**src/rtl/cpu_pkg.sv**
```systemverilog
// Shared pipeline constants: Tuse/forward encodings, mult/div latencies and
// the flush FSM state type used by the hazard controller.
package cpu_pkg;

  localparam logic [2:0] TUSE_NONE = 3'd7;

  localparam logic [1:0] FWD_RF = 2'd0;
  localparam logic [1:0] FWD_E  = 2'd1;
  localparam logic [1:0] FWD_M  = 2'd2;
  localparam logic [1:0] FWD_W  = 2'd3;

  localparam int MUL_CYCLES_DEFAULT = 5;
  localparam int DIV_CYCLES_DEFAULT = 10;

  typedef enum logic {
    RUN   = 1'b0,
    FLUSH = 1'b1
  } flush_state_e;

endpackage

```
**src/rtl/hazard_ctrl_if.sv**
```systemverilog
// Bundle of pipeline-side hazard inputs and the controller's stall/forward/flush
// outputs. The controller is the slave; the pipeline (or bench) is the master.
interface hazard_ctrl_if;

  logic [4:0]  rs_D;
  logic [4:0]  rt_D;
  logic [2:0]  tuse_rs_D;
  logic [2:0]  tuse_rt_D;
  logic        md_use_D;
  logic [4:0]  rs_E;
  logic [4:0]  rt_E;
  logic [4:0]  awrite_E;
  logic [4:0]  awrite_M;
  logic [4:0]  awrite_W;
  logic [2:0]  tnew_E;
  logic [2:0]  tnew_M;
  logic [2:0]  tnew_W;
  logic        md_start_E;
  logic        md_is_div_E;
  logic        exc_req_M;

  logic        stall;
  logic [1:0]  fwd_rs_D;
  logic [1:0]  fwd_rt_D;
  logic [1:0]  fwd_rs_E;
  logic [1:0]  fwd_rt_E;
  logic        md_busy;
  logic        clear_all;
  logic        pc_redirect;
  logic [31:0] stall_count;

  modport master (
    output rs_D, rt_D, tuse_rs_D, tuse_rt_D, md_use_D, rs_E, rt_E,
           awrite_E, awrite_M, awrite_W, tnew_E, tnew_M, tnew_W,
           md_start_E, md_is_div_E, exc_req_M,
    input  stall, fwd_rs_D, fwd_rt_D, fwd_rs_E, fwd_rt_E,
           md_busy, clear_all, pc_redirect, stall_count
  );

  modport slave (
    input  rs_D, rt_D, tuse_rs_D, tuse_rt_D, md_use_D, rs_E, rt_E,
           awrite_E, awrite_M, awrite_W, tnew_E, tnew_M, tnew_W,
           md_start_E, md_is_div_E, exc_req_M,
    output stall, fwd_rs_D, fwd_rt_D, fwd_rs_E, fwd_rt_E,
           md_busy, clear_all, pc_redirect, stall_count
  );

endinterface

```
**src/rtl/hazard_ctrl_fwd_sel.sv**
```systemverilog
// Single-source forward selector: picks the youngest stage (E > M > W) whose
// destination matches the source and whose result is already available.
module fwd_sel
  import cpu_pkg::*;
(
  input  logic [4:0] src_i,
  input  logic [4:0] awrite_e_i,
  input  logic [4:0] awrite_m_i,
  input  logic [4:0] awrite_w_i,
  input  logic [2:0] tnew_e_i,
  input  logic [2:0] tnew_m_i,
  input  logic [2:0] tnew_w_i,
  output logic [1:0] sel_o
);

  always_comb begin
    sel_o = FWD_RF;
    // $zero is hardwired, so it never takes a forwarded value.
    if (src_i != 5'd0) begin
      if (src_i == awrite_e_i && tnew_e_i == 3'd0) begin
        sel_o = FWD_E;
      end else if (src_i == awrite_m_i && tnew_m_i == 3'd0) begin
        sel_o = FWD_M;
      end else if (src_i == awrite_w_i && tnew_w_i == 3'd0) begin
        sel_o = FWD_W;
      end
    end
  end

endmodule

```
**src/rtl/hazard_ctrl.sv**
```systemverilog
// Pipeline hazard controller: Tuse/Tnew stall detection, forwarding selects,
// mult/div occupancy, one-cycle exception flush and a stall cycle counter.
module hazard_ctrl
  import cpu_pkg::*;
#(
  parameter int MUL_CYCLES = MUL_CYCLES_DEFAULT,
  parameter int DIV_CYCLES = DIV_CYCLES_DEFAULT
) (
  input  logic          clk,
  input  logic          reset,
  hazard_ctrl_if.slave  bus
);

  localparam int CNT_MAX = (MUL_CYCLES > DIV_CYCLES) ? MUL_CYCLES : DIV_CYCLES;
  localparam int CNT_W   = $clog2(CNT_MAX + 1);

  flush_state_e state_q;
  logic [CNT_W-1:0] mdCnt_q, mdCnt_d;
  logic [31:0]      stallCount_q, stallCount_d;
  logic             dataStall, mdStall, stallInt, clearInt;

  // A producer still in E or M stalls the reader when its result arrives too late.
  function automatic logic srcStall(input logic [4:0] src, input logic [2:0] tuse);
    logic s;
    s = 1'b0;
    if (tuse != TUSE_NONE && src != 5'd0) begin
      if (src == bus.awrite_E && bus.tnew_E > tuse) s = 1'b1;
      if (src == bus.awrite_M && bus.tnew_M > tuse) s = 1'b1;
    end
    return s;
  endfunction

  assign clearInt  = (state_q == FLUSH);
  assign dataStall = srcStall(bus.rs_D, bus.tuse_rs_D) | srcStall(bus.rt_D, bus.tuse_rt_D);
  assign mdStall   = bus.md_use_D && ((mdCnt_q != '0) || bus.md_start_E);
  assign stallInt  = (dataStall || mdStall) && !clearInt;

  assign bus.stall       = stallInt;
  assign bus.md_busy     = (mdCnt_q != '0);
  assign bus.clear_all   = clearInt;
  assign bus.pc_redirect = clearInt;
  assign bus.stall_count = stallCount_q;

  fwd_sel u_fwd_rs_d (
    .src_i(bus.rs_D), .awrite_e_i(bus.awrite_E), .awrite_m_i(bus.awrite_M),
    .awrite_w_i(bus.awrite_W), .tnew_e_i(bus.tnew_E), .tnew_m_i(bus.tnew_M),
    .tnew_w_i(bus.tnew_W), .sel_o(bus.fwd_rs_D)
  );
  fwd_sel u_fwd_rt_d (
    .src_i(bus.rt_D), .awrite_e_i(bus.awrite_E), .awrite_m_i(bus.awrite_M),
    .awrite_w_i(bus.awrite_W), .tnew_e_i(bus.tnew_E), .tnew_m_i(bus.tnew_M),
    .tnew_w_i(bus.tnew_W), .sel_o(bus.fwd_rt_D)
  );
  fwd_sel u_fwd_rs_e (
    .src_i(bus.rs_E), .awrite_e_i(bus.awrite_E), .awrite_m_i(bus.awrite_M),
    .awrite_w_i(bus.awrite_W), .tnew_e_i(bus.tnew_E), .tnew_m_i(bus.tnew_M),
    .tnew_w_i(bus.tnew_W), .sel_o(bus.fwd_rs_E)
  );
  fwd_sel u_fwd_rt_e (
    .src_i(bus.rt_E), .awrite_e_i(bus.awrite_E), .awrite_m_i(bus.awrite_M),
    .awrite_w_i(bus.awrite_W), .tnew_e_i(bus.tnew_E), .tnew_m_i(bus.tnew_M),
    .tnew_w_i(bus.tnew_W), .sel_o(bus.fwd_rt_E)
  );

  // An issue while the unit is occupied is dropped; the running op keeps counting.
  always_comb begin
    mdCnt_d = mdCnt_q;
    if (bus.md_start_E && mdCnt_q == '0) begin
      mdCnt_d = bus.md_is_div_E ? CNT_W'(DIV_CYCLES) : CNT_W'(MUL_CYCLES);
    end else if (mdCnt_q != '0) begin
      mdCnt_d = mdCnt_q - CNT_W'(1);
    end
  end

  always_comb begin
    stallCount_d = stallCount_q;
    if (stallInt) stallCount_d = stallCount_q + 32'd1;
  end

  always_ff @(posedge clk) begin
    if (reset) begin
      mdCnt_q      <= '0;
      stallCount_q <= 32'd0;
    end else begin
      mdCnt_q      <= mdCnt_d;
      stallCount_q <= stallCount_d;
    end
  end

  // Requests arriving during FLUSH are dropped, so each flush lasts one cycle.
  always_ff @(posedge clk) begin
    if (reset) begin
      state_q <= RUN;
    end else begin
      case (state_q)
        RUN:     if (bus.exc_req_M) state_q <= FLUSH;
        FLUSH:   state_q <= RUN;
        default: state_q <= RUN;
      endcase
    end
  end

endmodule

```
**src/flat_wrapper.sv**
```systemverilog
// flat-port wrapper written by rule: the top's interface ports become plain ports
module hazard_ctrl_flat import cpu_pkg::*;
#(
  parameter int MUL_CYCLES = MUL_CYCLES_DEFAULT,
  parameter int DIV_CYCLES = DIV_CYCLES_DEFAULT
)
  (clk, reset, bus_rs_D, bus_rt_D, bus_tuse_rs_D, bus_tuse_rt_D, bus_md_use_D, bus_rs_E, bus_rt_E, bus_awrite_E, bus_awrite_M, bus_awrite_W, bus_tnew_E, bus_tnew_M, bus_tnew_W, bus_md_start_E, bus_md_is_div_E, bus_exc_req_M, bus_stall, bus_fwd_rs_D, bus_fwd_rt_D, bus_fwd_rs_E, bus_fwd_rt_E, bus_md_busy, bus_clear_all, bus_pc_redirect, bus_stall_count);
  hazard_ctrl_if bus_i ();
  input  logic clk;
  input  logic reset;
  input wire logic [$bits(bus_i.rs_D)-1:0] bus_rs_D;
  input wire logic [$bits(bus_i.rt_D)-1:0] bus_rt_D;
  input wire logic [$bits(bus_i.tuse_rs_D)-1:0] bus_tuse_rs_D;
  input wire logic [$bits(bus_i.tuse_rt_D)-1:0] bus_tuse_rt_D;
  input wire logic [$bits(bus_i.md_use_D)-1:0] bus_md_use_D;
  input wire logic [$bits(bus_i.rs_E)-1:0] bus_rs_E;
  input wire logic [$bits(bus_i.rt_E)-1:0] bus_rt_E;
  input wire logic [$bits(bus_i.awrite_E)-1:0] bus_awrite_E;
  input wire logic [$bits(bus_i.awrite_M)-1:0] bus_awrite_M;
  input wire logic [$bits(bus_i.awrite_W)-1:0] bus_awrite_W;
  input wire logic [$bits(bus_i.tnew_E)-1:0] bus_tnew_E;
  input wire logic [$bits(bus_i.tnew_M)-1:0] bus_tnew_M;
  input wire logic [$bits(bus_i.tnew_W)-1:0] bus_tnew_W;
  input wire logic [$bits(bus_i.md_start_E)-1:0] bus_md_start_E;
  input wire logic [$bits(bus_i.md_is_div_E)-1:0] bus_md_is_div_E;
  input wire logic [$bits(bus_i.exc_req_M)-1:0] bus_exc_req_M;
  output wire logic [$bits(bus_i.stall)-1:0] bus_stall;
  output wire logic [$bits(bus_i.fwd_rs_D)-1:0] bus_fwd_rs_D;
  output wire logic [$bits(bus_i.fwd_rt_D)-1:0] bus_fwd_rt_D;
  output wire logic [$bits(bus_i.fwd_rs_E)-1:0] bus_fwd_rs_E;
  output wire logic [$bits(bus_i.fwd_rt_E)-1:0] bus_fwd_rt_E;
  output wire logic [$bits(bus_i.md_busy)-1:0] bus_md_busy;
  output wire logic [$bits(bus_i.clear_all)-1:0] bus_clear_all;
  output wire logic [$bits(bus_i.pc_redirect)-1:0] bus_pc_redirect;
  output wire logic [$bits(bus_i.stall_count)-1:0] bus_stall_count;
  assign bus_i.rs_D = bus_rs_D;
  assign bus_i.rt_D = bus_rt_D;
  assign bus_i.tuse_rs_D = bus_tuse_rs_D;
  assign bus_i.tuse_rt_D = bus_tuse_rt_D;
  assign bus_i.md_use_D = bus_md_use_D;
  assign bus_i.rs_E = bus_rs_E;
  assign bus_i.rt_E = bus_rt_E;
  assign bus_i.awrite_E = bus_awrite_E;
  assign bus_i.awrite_M = bus_awrite_M;
  assign bus_i.awrite_W = bus_awrite_W;
  assign bus_i.tnew_E = bus_tnew_E;
  assign bus_i.tnew_M = bus_tnew_M;
  assign bus_i.tnew_W = bus_tnew_W;
  assign bus_i.md_start_E = bus_md_start_E;
  assign bus_i.md_is_div_E = bus_md_is_div_E;
  assign bus_i.exc_req_M = bus_exc_req_M;
  assign bus_stall = bus_i.stall;
  assign bus_fwd_rs_D = bus_i.fwd_rs_D;
  assign bus_fwd_rt_D = bus_i.fwd_rt_D;
  assign bus_fwd_rs_E = bus_i.fwd_rs_E;
  assign bus_fwd_rt_E = bus_i.fwd_rt_E;
  assign bus_md_busy = bus_i.md_busy;
  assign bus_clear_all = bus_i.clear_all;
  assign bus_pc_redirect = bus_i.pc_redirect;
  assign bus_stall_count = bus_i.stall_count;
  hazard_ctrl #(.MUL_CYCLES(MUL_CYCLES), .DIV_CYCLES(DIV_CYCLES)) u_core (.clk(clk), .reset(reset), .bus(bus_i));
endmodule
```
**config.mk**
```make
export PLATFORM = sky130hd
export DESIGN_NAME = hazard_ctrl_flat
export DESIGN_NICKNAME = d
export VERILOG_FILES = /design/src/rtl/cpu_pkg.sv /design/src/rtl/hazard_ctrl_if.sv /design/src/rtl/hazard_ctrl_fwd_sel.sv /design/src/rtl/hazard_ctrl.sv /design/src/flat_wrapper.sv
export SDC_FILE = /design/constraint.sdc
export NUM_CORES = 1
export LEC_CHECK = 0
export CAP_MARGIN = 20
export CORE_MARGIN = 8
export CORE_UTILIZATION = 43
export DETAILED_ROUTE_END_ITERATION = 10
export GPL_TIMING_DRIVEN = 0
export PLACE_DENSITY = 0.78
export SETUP_SLACK_MARGIN = 0.5
export SLEW_MARGIN = 10
export SYNTH_ARGS = -nofsm -noshare
export SYNTH_HDL_FRONTEND = slang
export SYNTH_SLANG_ARGS = --single-unit
```
**constraint.sdc**
```tcl
create_clock -name clk -period 2.2 [get_ports clk]
set_input_delay 0.22 -clock clk [delete_from_list [all_inputs] [get_ports clk]]
set_output_delay 0.22 -clock clk [all_outputs]
set_load 0.03 [all_outputs]
```
# Yosys cells after proc, flatten, opt, wreduce, memory -nomap -nowiden
# Index checks and enable logic that the tools add are counted.
# classes
add_sub_neg	2
order_cmp	4
eq_ne	14
muxes	27
bitwise	2
reduce_logical	34
# ops
op	n
$eq A5 B5 Y1	12
$add A32 B1 Y32 const B	1
$mux W2	16
$logic_and A1 B1 Y1	21
$reduce_bool A5 Y1	4
$gt A3 B3 Y1	4
$mux W4	3
$logic_not A3 Y1	3
$mux W1	7
$ne A3 B3 Y1 const B	2
$logic_not A4 Y1	1
$reduce_bool A4 Y1	1
$sub A4 B1 Y4 const B	1
$logic_or A1 B1 Y1	2
$pmux W1 S2	1
$reduce_bool A2 Y1	1
$logic_not A1 Y1	1
$not A1 Y1	1
$or A1 B1 Y1	1
# word_totals
regBits	37
input_bits	56
output_inout_bits	44
word_cells	86

# Logic depth before layout (Yosys ltp)
# Gate-level depths: netlist of the first run.
# logic_depth
ltp_word	8
mapped_depth	11
ltp_nobuf	10

# Hierarchy
# From an unflattened synthesis of the first run, not the netlist that was laid out.
# unflattened
cells_unflattened	430
hier_area_um2	3459.6
# modules_own_cells
mod	n_inst	cells_each	area_per_inst_um2	seq_area_each_um2
hazard_ctrl	1	298	2438.6	740.7
fwd_sel	4	33	255.2	0.0

# Least setup slack after synthesis of the first run
# OpenSTA, ideal clock, no wires.
# synth_path
path_kind	register -> register
from	register u_core.stallCount_q[3] (netlist: u_core.bus.stall_count[3])
to	register u_core.stallCount_q[20] (netlist: u_core.bus.stall_count[20])
setup_time_ps	70
t_arrival_ps	2260
t_required_ps	2130
setup_slack_ps	-131
path_stages_with_launch	8
path_buffers	0
synth_period_minus_slack_ps	2331
cell_sequence	dfxtp_1 -> and4_1 -> nand3_2 -> nor2_2 -> nand3_1 -> or2_2 -> or4b_1 -> a21oi_1
# synth_via
elab_chain_cells	1
# synth_lines
element	line	rtl
start: declaration	hazard_ctrl.sv:19	logic [31:0] stallCount_q, stallCount_d;
start signal: assignment	hazard_ctrl.sv:86	stallCount_q <= stallCount_d;
$add A32 B1 Y32	hazard_ctrl.sv:77	if (stallInt) stallCount_d = stallCount_q + 32'd1;
# No other way between the ends.
# A chain may end at the register's enable or synchronous reset.

# Final worst setup path of the first run
# layout_path
from	input bus_tuse_rs_D[2]
to	output bus_stall
# layout_via
elab_chain_cells	8
elab_cells_between_ends	12
classes_between	order compare: 2; eq/ne: 1; mux: 3; bitwise: 1; reduce/logical: 5
# layout_lines
element	line	rtl
start: declaration	flat_wrapper.sv:13	input wire logic [$bits(bus_i.tuse_rs_D)-1:0] bus_tuse_rs_D;
$gt A3 B3 Y1	hazard_ctrl.sv:27	if (src == bus.awrite_E && bus.tnew_E > tuse) s = 1'b1;
$logic_and A1 B1 Y1	hazard_ctrl.sv:27	
$mux W1	hazard_ctrl.sv:27	
$mux W1	hazard_ctrl.sv:28	if (src == bus.awrite_M && bus.tnew_M > tuse) s = 1'b1;
$mux W1 (*)	hazard_ctrl.sv:26	if (tuse != TUSE_NONE && src != 5'd0) begin
$or A1 B1 Y1 (*)	hazard_ctrl.sv:34	assign dataStall = srcStall(bus.rs_D, bus.tuse_rs_D) | srcStall(bus.rt_D, bus.tuse_rt_D);
$logic_or A1 B1 Y1 (*)	hazard_ctrl.sv:36	assign stallInt = (dataStall || mdStall) && !clearInt;
$logic_and A1 B1 Y1 (*)	hazard_ctrl.sv:36	
end: declaration	flat_wrapper.sv:27	output wire logic [$bits(bus_i.stall)-1:0] bus_stall;
# Mark *: on every way between the ends. The rest lies on a longest branch, timed or not.

==> impl_metrics.toml, run 1 <==
[final_layout]
area.growth.synth_to_final_pct = 69.8
final_core_util = 0.738
nFillCells = 492
finish.net_count = 597
antennaDiodeCount = 0
drive_above_1_share = 0.442
instances_no_fill = 626

[timing]
finalCritPeriodShare = 0.994
fin_crit_ps = 2190
hold_viol_final = 0
max_freq_mhz = 457
fin_tns_setup_ps = 0
rsz0062_at_grt = "yes"
worstMarginPinSlew_ps = 743
setup_viol = 0
slew_headroom = 0.504
final_max_slew_viol_count = 0
skew_ps = 8.46

[yosys]
ys_types = 56
synthCells = 387
yosysTopAreaCell = "dfxtp_1"
syn_nets = 458
synth_area_mm2 = 0.00310
yosys_warnings = 0
synthArstFlopShare = 0
ys_top_cells_by_count = "38 x a21oi_1, 37 x dfxtp_1, 35 x xnor2_1"
synth-main-ff-cell = "dfxtp_1"
synth_top_area_share = 0.239
synth_seq_area_share = 0.239
yosysMostFrequentCell = "a21oi_1"
synth.area.top_cells = "dfxtp_1 24%, xnor2_1 9.9%, xor2_1 7.9%"
synth_area_per_cell_um2 = 8.02
synth_seq_cells = 37
synth_edf_count = 0

[placement]
place_inst = 579
gp_congestion = 0.874
port_buffers = 93
place_hpwl_mm = 7.81

[clock_network]
clk_latency_ps = 300
root_buffer = "clkbuf_8"
cts_max_path_buffers = 2
hold_buffers = 0
cts_tree = "yes"
cts_made_buffers = 5
clk_pin_slew_worst_paths_ps = 70
cts_sinks = 37
htree_levels = 2

[worst_hold_path]
hp-class = "reg -> reg"
whs_path_depth = 2
min_from = "u_core.bus.stall_count[20]$_SDFFE_PP0P_"
holdPathEnd = "u_core.bus.stall_count[20]$_SDFFE_PP0P_"

[global_route]
overflow = 0
antenna_found_initial = 0
grt_pass1_vias = 3752
grt_pass1_wl_mm = 17.9
grt_max_degree = 13
gr-usage-all-layers = 0.220

[pwr]
p_total_mw = 2.51
p_leak_nw = 2.01
ir_drop_v = 0.000271
p_per_area_mw_per_mm2 = 476

[setup_path]
crit_path_end_kind = "primary output"
crit_fanout = 3
cp-start-kind = "primary input"
required_ps = 1980
crit_type = "in -> out"
rrSetupSlack_ps = 70
arrival_ps = 1970
reg2reg_depth = 12
r2r-end = "u_core.bus.stall_count[28]$_SDFFE_PP0P_"
r2r-start = "u_core.mdCnt_q[0]$_SDFFE_PP0P_"

[floorplanning]
die_x_um = 101
core_mm2 = 0.00714
die_y_um = 101
top_level_ports = 100
initial_core_util = 0.435
die_area_mm2 = 0.0102
num_rows = 31

[drt]
drt_wl_total_mm = 12.1
final_antenna_net_count = 0
route.detailed.drc = 0
dr.pass1.iters = 4
wl_per_cell_um = 19.4
viasPerCell = 5.88
via_count = 3682
first_iter_violations = 182

[status]
status = "completed"

[job]
max-cap-violations = 0
-- what timing repair did --
item / in CTS / in global routing
gates resized for setup: 323 / 74
buffers inserted: 26 / 10
cloned: 3 / 0
setup endpoints to repair: 43 / 50
pin swaps: 72 / 31
-- cell type report --
type	count	area, um^2	share of cell area
well taps	99	124	0.0235
flip-flops and latches	37	781	0.148
multi-input cells	316	2850	0.540
inverters	15	68.8	0.0131
clock buffers	6	72.6	0.0138
clock inverters	2	35.0	0.00665
plain buffers	19	145	0.0275
repair buffers	132	1190	0.227
-- per-stage QoR --
step                setup WS (ps)  cell area (um^2)  hold WS [ps]
floorplan                     101              3290           385
global placement            -1040              4350           479
detailed placement          -1040              4350           488
CTS                          78.5              4950           482
global route                -48.2              5270           504
finish                       12.8              5270           486
-- routing by layer --
layer / global-route usage / share of wire
met3: 0.0428 / 0.059
met1: 0.237 / 0.38
met2: 0.393 / 0.53
met4: 0.121 / 0.037
met5: 0 / 0
-- cells in the final DEF (no fill, tap or decap), drive strengths merged, types with 4 or more instances in the layout --
cell type	instances
a211oi	5
clkdlybuf4s50	30
or4	13
nand4	8
nor3	11
and3	7
xnor2	35
a21oi	38
o21ai	22
nand2	14
or3	21
nor2b	5
o41ai	5
buf	93
inv	15
clkbuf	18
nor2	20
dfxtp	37
dlymetal6s2s	8
xor2	28
o31ai	4
clkdlybuf4s15	6
ha	15
nand3	31
-- cells by family after synthesis --
family                   synth area share
AND/OR/NAND/NOR                     0.265
AO/OA/AOI/OAI                       0.198
XOR/XNOR                            0.178
flip-flops                          0.239
buffers and inverters              0.0516
adder cells (fa/ha/maj)            0.0605
multiplexers                      0.00806
-- worst max-delay path by stage --
stage,from,end,slack (ps)
final,bus_tuse_rs_D[2],bus_stall,10
after CTS,bus_tuse_rs_D[2],bus_stall,80
after global routing,bus_tuse_rs_D[2],bus_stall,-50
after global placement,bus_rt_D[1],bus_stall,-1040
after floorplan,bus_rt_D[1],u_core.bus.stall_count[5]$_SDFFE_PP0P_,100
after detailed placement,bus_rt_D[1],bus_stall,-1040
-- flip-flops by register name (all words and copies together), names as in the netlist --
name / flops
u_core.mdCnt_q: 4
u_core.bus.clear_all: 1
u_core.bus.stall_count: 32
-- power by group --
part / internal [mW] / switching, mW / total, mW / leakage (nW)
registers: 0.707 / 0.0509 / 0.758 / 0.309
logic: 0.569 / 0.585 / 1.15 / 1.64
clock network: 0.337 / 0.260 / 0.597 / 0.0552
-- critical path: stages --
cell	delay [ps]
buf_8	100
inv_6	50
ha_4	190
and3b_1	180
o211ai_1	290
nor4_4	80
o21a_2	240
o31ai_4	280
buf_6	170
inv_8	30
buf_6	120
Note: power is estimated with default switching activity, not from simulation.
==> run 2: changes to the inputs <==
--- a/config.mk
+++ b/config.mk
@@ -10,7 +10,7 @@
 export CORE_UTILIZATION = 43
 export DETAILED_ROUTE_END_ITERATION = 10
 export GPL_TIMING_DRIVEN = 0
-export PLACE_DENSITY = 0.78
+export PLACE_DENSITY = 0.87
 export SETUP_SLACK_MARGIN = 0.5
 export SLEW_MARGIN = 10
 export SYNTH_ARGS = -nofsm -noshare
==> run 2 against run 1 <==
Compared with the run above:
- the flow now finishes with violations (negative setup slack)
- sequential power hardly changed
- count of clock-buffer cells in the layout stayed put
- flip-flop and latch count stayed put
- worst setup slack worse by 120 ps
- clock power is 9.9% lower
==> impl_metrics.toml, run 2 (synthesized netlist as in run 1, its figures left out) <==
[drt]
route.detailed.drc = 0
dr.pass1.iters = 5
via_count = 4039
wl_per_cell_um = 23.7
first_iter_violations = 334
final_antenna_net_count = 0
viasPerCell = 6.31
drt_wl_total_mm = 15.1

[setup_path]
rrSetupSlack_ps = -70
arrival_ps = 2520
crit_fanout = 6
crit_type = "in -> reg"
reg2reg_depth = 11
crit_path_end_kind = "flop"
r2r-end = "u_core.bus.stall_count[20]$_SDFFE_PP0P_"
required_ps = 2410
r2r-start = "u_core.mdCnt_q[0]$_SDFFE_PP0P_"
cp-start-kind = "primary input"

[placement]
port_buffers = 93
place_inst = 579
gp_congestion = 0.957
place_hpwl_mm = 8.29

[pwr]
p_clk_frac = 0.205
switching_share = 0.381
combPwrFrac = 0.507
power_frac_seq = 0.289
intPower_mw = 1.63
ir_drop_v = 0.000249
p_leak_nw = 2.24
p_sw_mw = 1.00
p_per_area_mw_per_mm2 = 465

[final_layout]
instances_no_fill = 640
antennaDiodeCount = 0
largest_reg_flops = 32
multiInputGateArea_mm2 = 0.00303
finish.net_count = 611
final_common_cell = "buf_4"
final_core_util = 0.791
nFillCells = 379
drive_above_1_share = 0.516
area.growth.synth_to_final_pct = 82.0
register_area_um2 = 778
final_cell_mix = "42 x buf_4, 36 x buf_6, 27 x xor2_1"

[status]
violations = "negative setup slack"
status = "finished, violations left"

[timing]
finalCritPeriodShare = 1.05
hold_viol_final = 0
fin_ws_ps = -112
slew_headroom = 0.539
fin_crit_ps = 2310
worstMarginPinSlew_ps = 691
max_freq_mhz = 433
hold_ws_ps = 484
rsz0062_at_grt = "yes"
skew_ps = 10.4
setup_viol = 6
final_max_slew_viol_count = 0

[floorplanning]
core_mm2 = 0.00714
die_area_mm2 = 0.0102
num_rows = 31
die_x_um = 101
top_level_ports = 100
initial_core_util = 0.435
die_y_um = 101

[clock_network]
cts_sinks = 37
cts_tree = "yes"
cts_made_buffers = 5
root_buffer = "clkbuf_8"
cts_max_path_buffers = 2
clk_pin_slew_worst_paths_ps = 90
htree_levels = 2
clk_latency_ps = 310

[global_route]
grt_max_degree = 13
overflow = 0
antenna_found_initial = 0
grt_pass1_vias = 4100
grt_pass1_wl_mm = 19.9
gr-usage-all-layers = 0.245

[worst_hold_path]
hp-class = "in -> reg"
min_from = "bus_exc_req_M"
whs_path_depth = 2
holdPathEnd = "u_core.bus.clear_all$_SDFF_PP0_"

[job]
max-cap-violations = 0
-- run 2: changes by cell type in the layout (fill, tap and decap cells not counted), moves of 4 or more --
cell / before / now
buf_4: 33 / 42
xnor2_2: 3 / 11
xnor2_1: 32 / 24
o21ai_0: 6 / 2
dlymetal6s2s_1: 8 / 12
o21ai_1: 14 / 5
clkdlybuf4s50_1: 30 / 26
buf_2: 28 / 17
o21ai_4: 0 / 5
o21ai_2: 2 / 10
buf_6: 25 / 36
dfxtp_2: 8 / 12
-- run 2: through the flow --
stage	setup TNS (ps)	setup WS (ps)	total power, mW	area (um^2)
after floorplan	0	101	1.30	3290
after global placement	-22070	-1010	1.56	4350
after detailed placement	-24290	-1070	1.60	4350
after CTS	0	50.4	2.38	5040
after global routing	-1220	-158	2.74	5650
final	-272	-112	2.63	5650
-- run 2: power groups by stage --
stage	logic, mW	clock network, mW	registers (mW)
floorplan	0.526	0	0.770
global placement	0.807	0	0.755
detailed placement	0.841	0	0.759
CTS	1.12	0.517	0.749
global route	1.40	0.575	0.765
finish	1.33	0.538	0.758
-- run 2: worst max-delay path by stage --
stage                startpoint                                      end  slack [ps]  depth (start not counted)
2_1_floorplan       bus_rt_D[1]   u_core.bus.stall_count[5]$_SDFFE_PP0P_         100                          8
3_3_place_gp        bus_rt_D[1]                                bus_stall       -1010                          9
3_5_place_dp        bus_rt_D[1]                                bus_stall       -1070                          9
4_1_cts        bus_tuse_rs_D[2]                                bus_stall          50                         11
5_1_grt        bus_tuse_rt_D[1]  u_core.bus.stall_count[20]$_SDFFE_PP0P_        -160                         13
6_report       bus_tuse_rt_D[1]  u_core.bus.stall_count[20]$_SDFFE_PP0P_        -110                         13
-- run 2: final cells by class --
type / instances / share of cell area
plain buffers: 19 / 0.0264
inverters: 15 / 0.0126
multi-input cells: 316 / 0.537
clock inverters: 2 / 0.00244
flip-flops and latches: 37 / 0.138
repair buffers: 146 / 0.247
well taps: 99 / 0.0219
clock buffers: 6 / 0.0146
-- run 2: what timing repair did --
item,CTS,global route
hold buffers,0,0
resized for setup,341,126
endpoints found under the setup margin,43,51
buffers inserted,32,18
pin swaps,89,56
gates cloned,2,1
-- run 2: layer usage --
metal,routed length [um],track usage
met1,5260,0.257
met2,7420,0.433
met3,1240,0.0463
met4,1220,0.173
met5,0,0
-- run 2: worst max-delay path, cell delays in order --
cell	delay [ps]
buf_4	120
inv_1	70
ha_1	300
nor2b_1	130
o21ai_1	150
nand2b_1	110
a41o_4	320
o31ai_4	290
buf_6	170
buf_8	130
buf_8	150
o41ai_4	100
a21oi_2	260
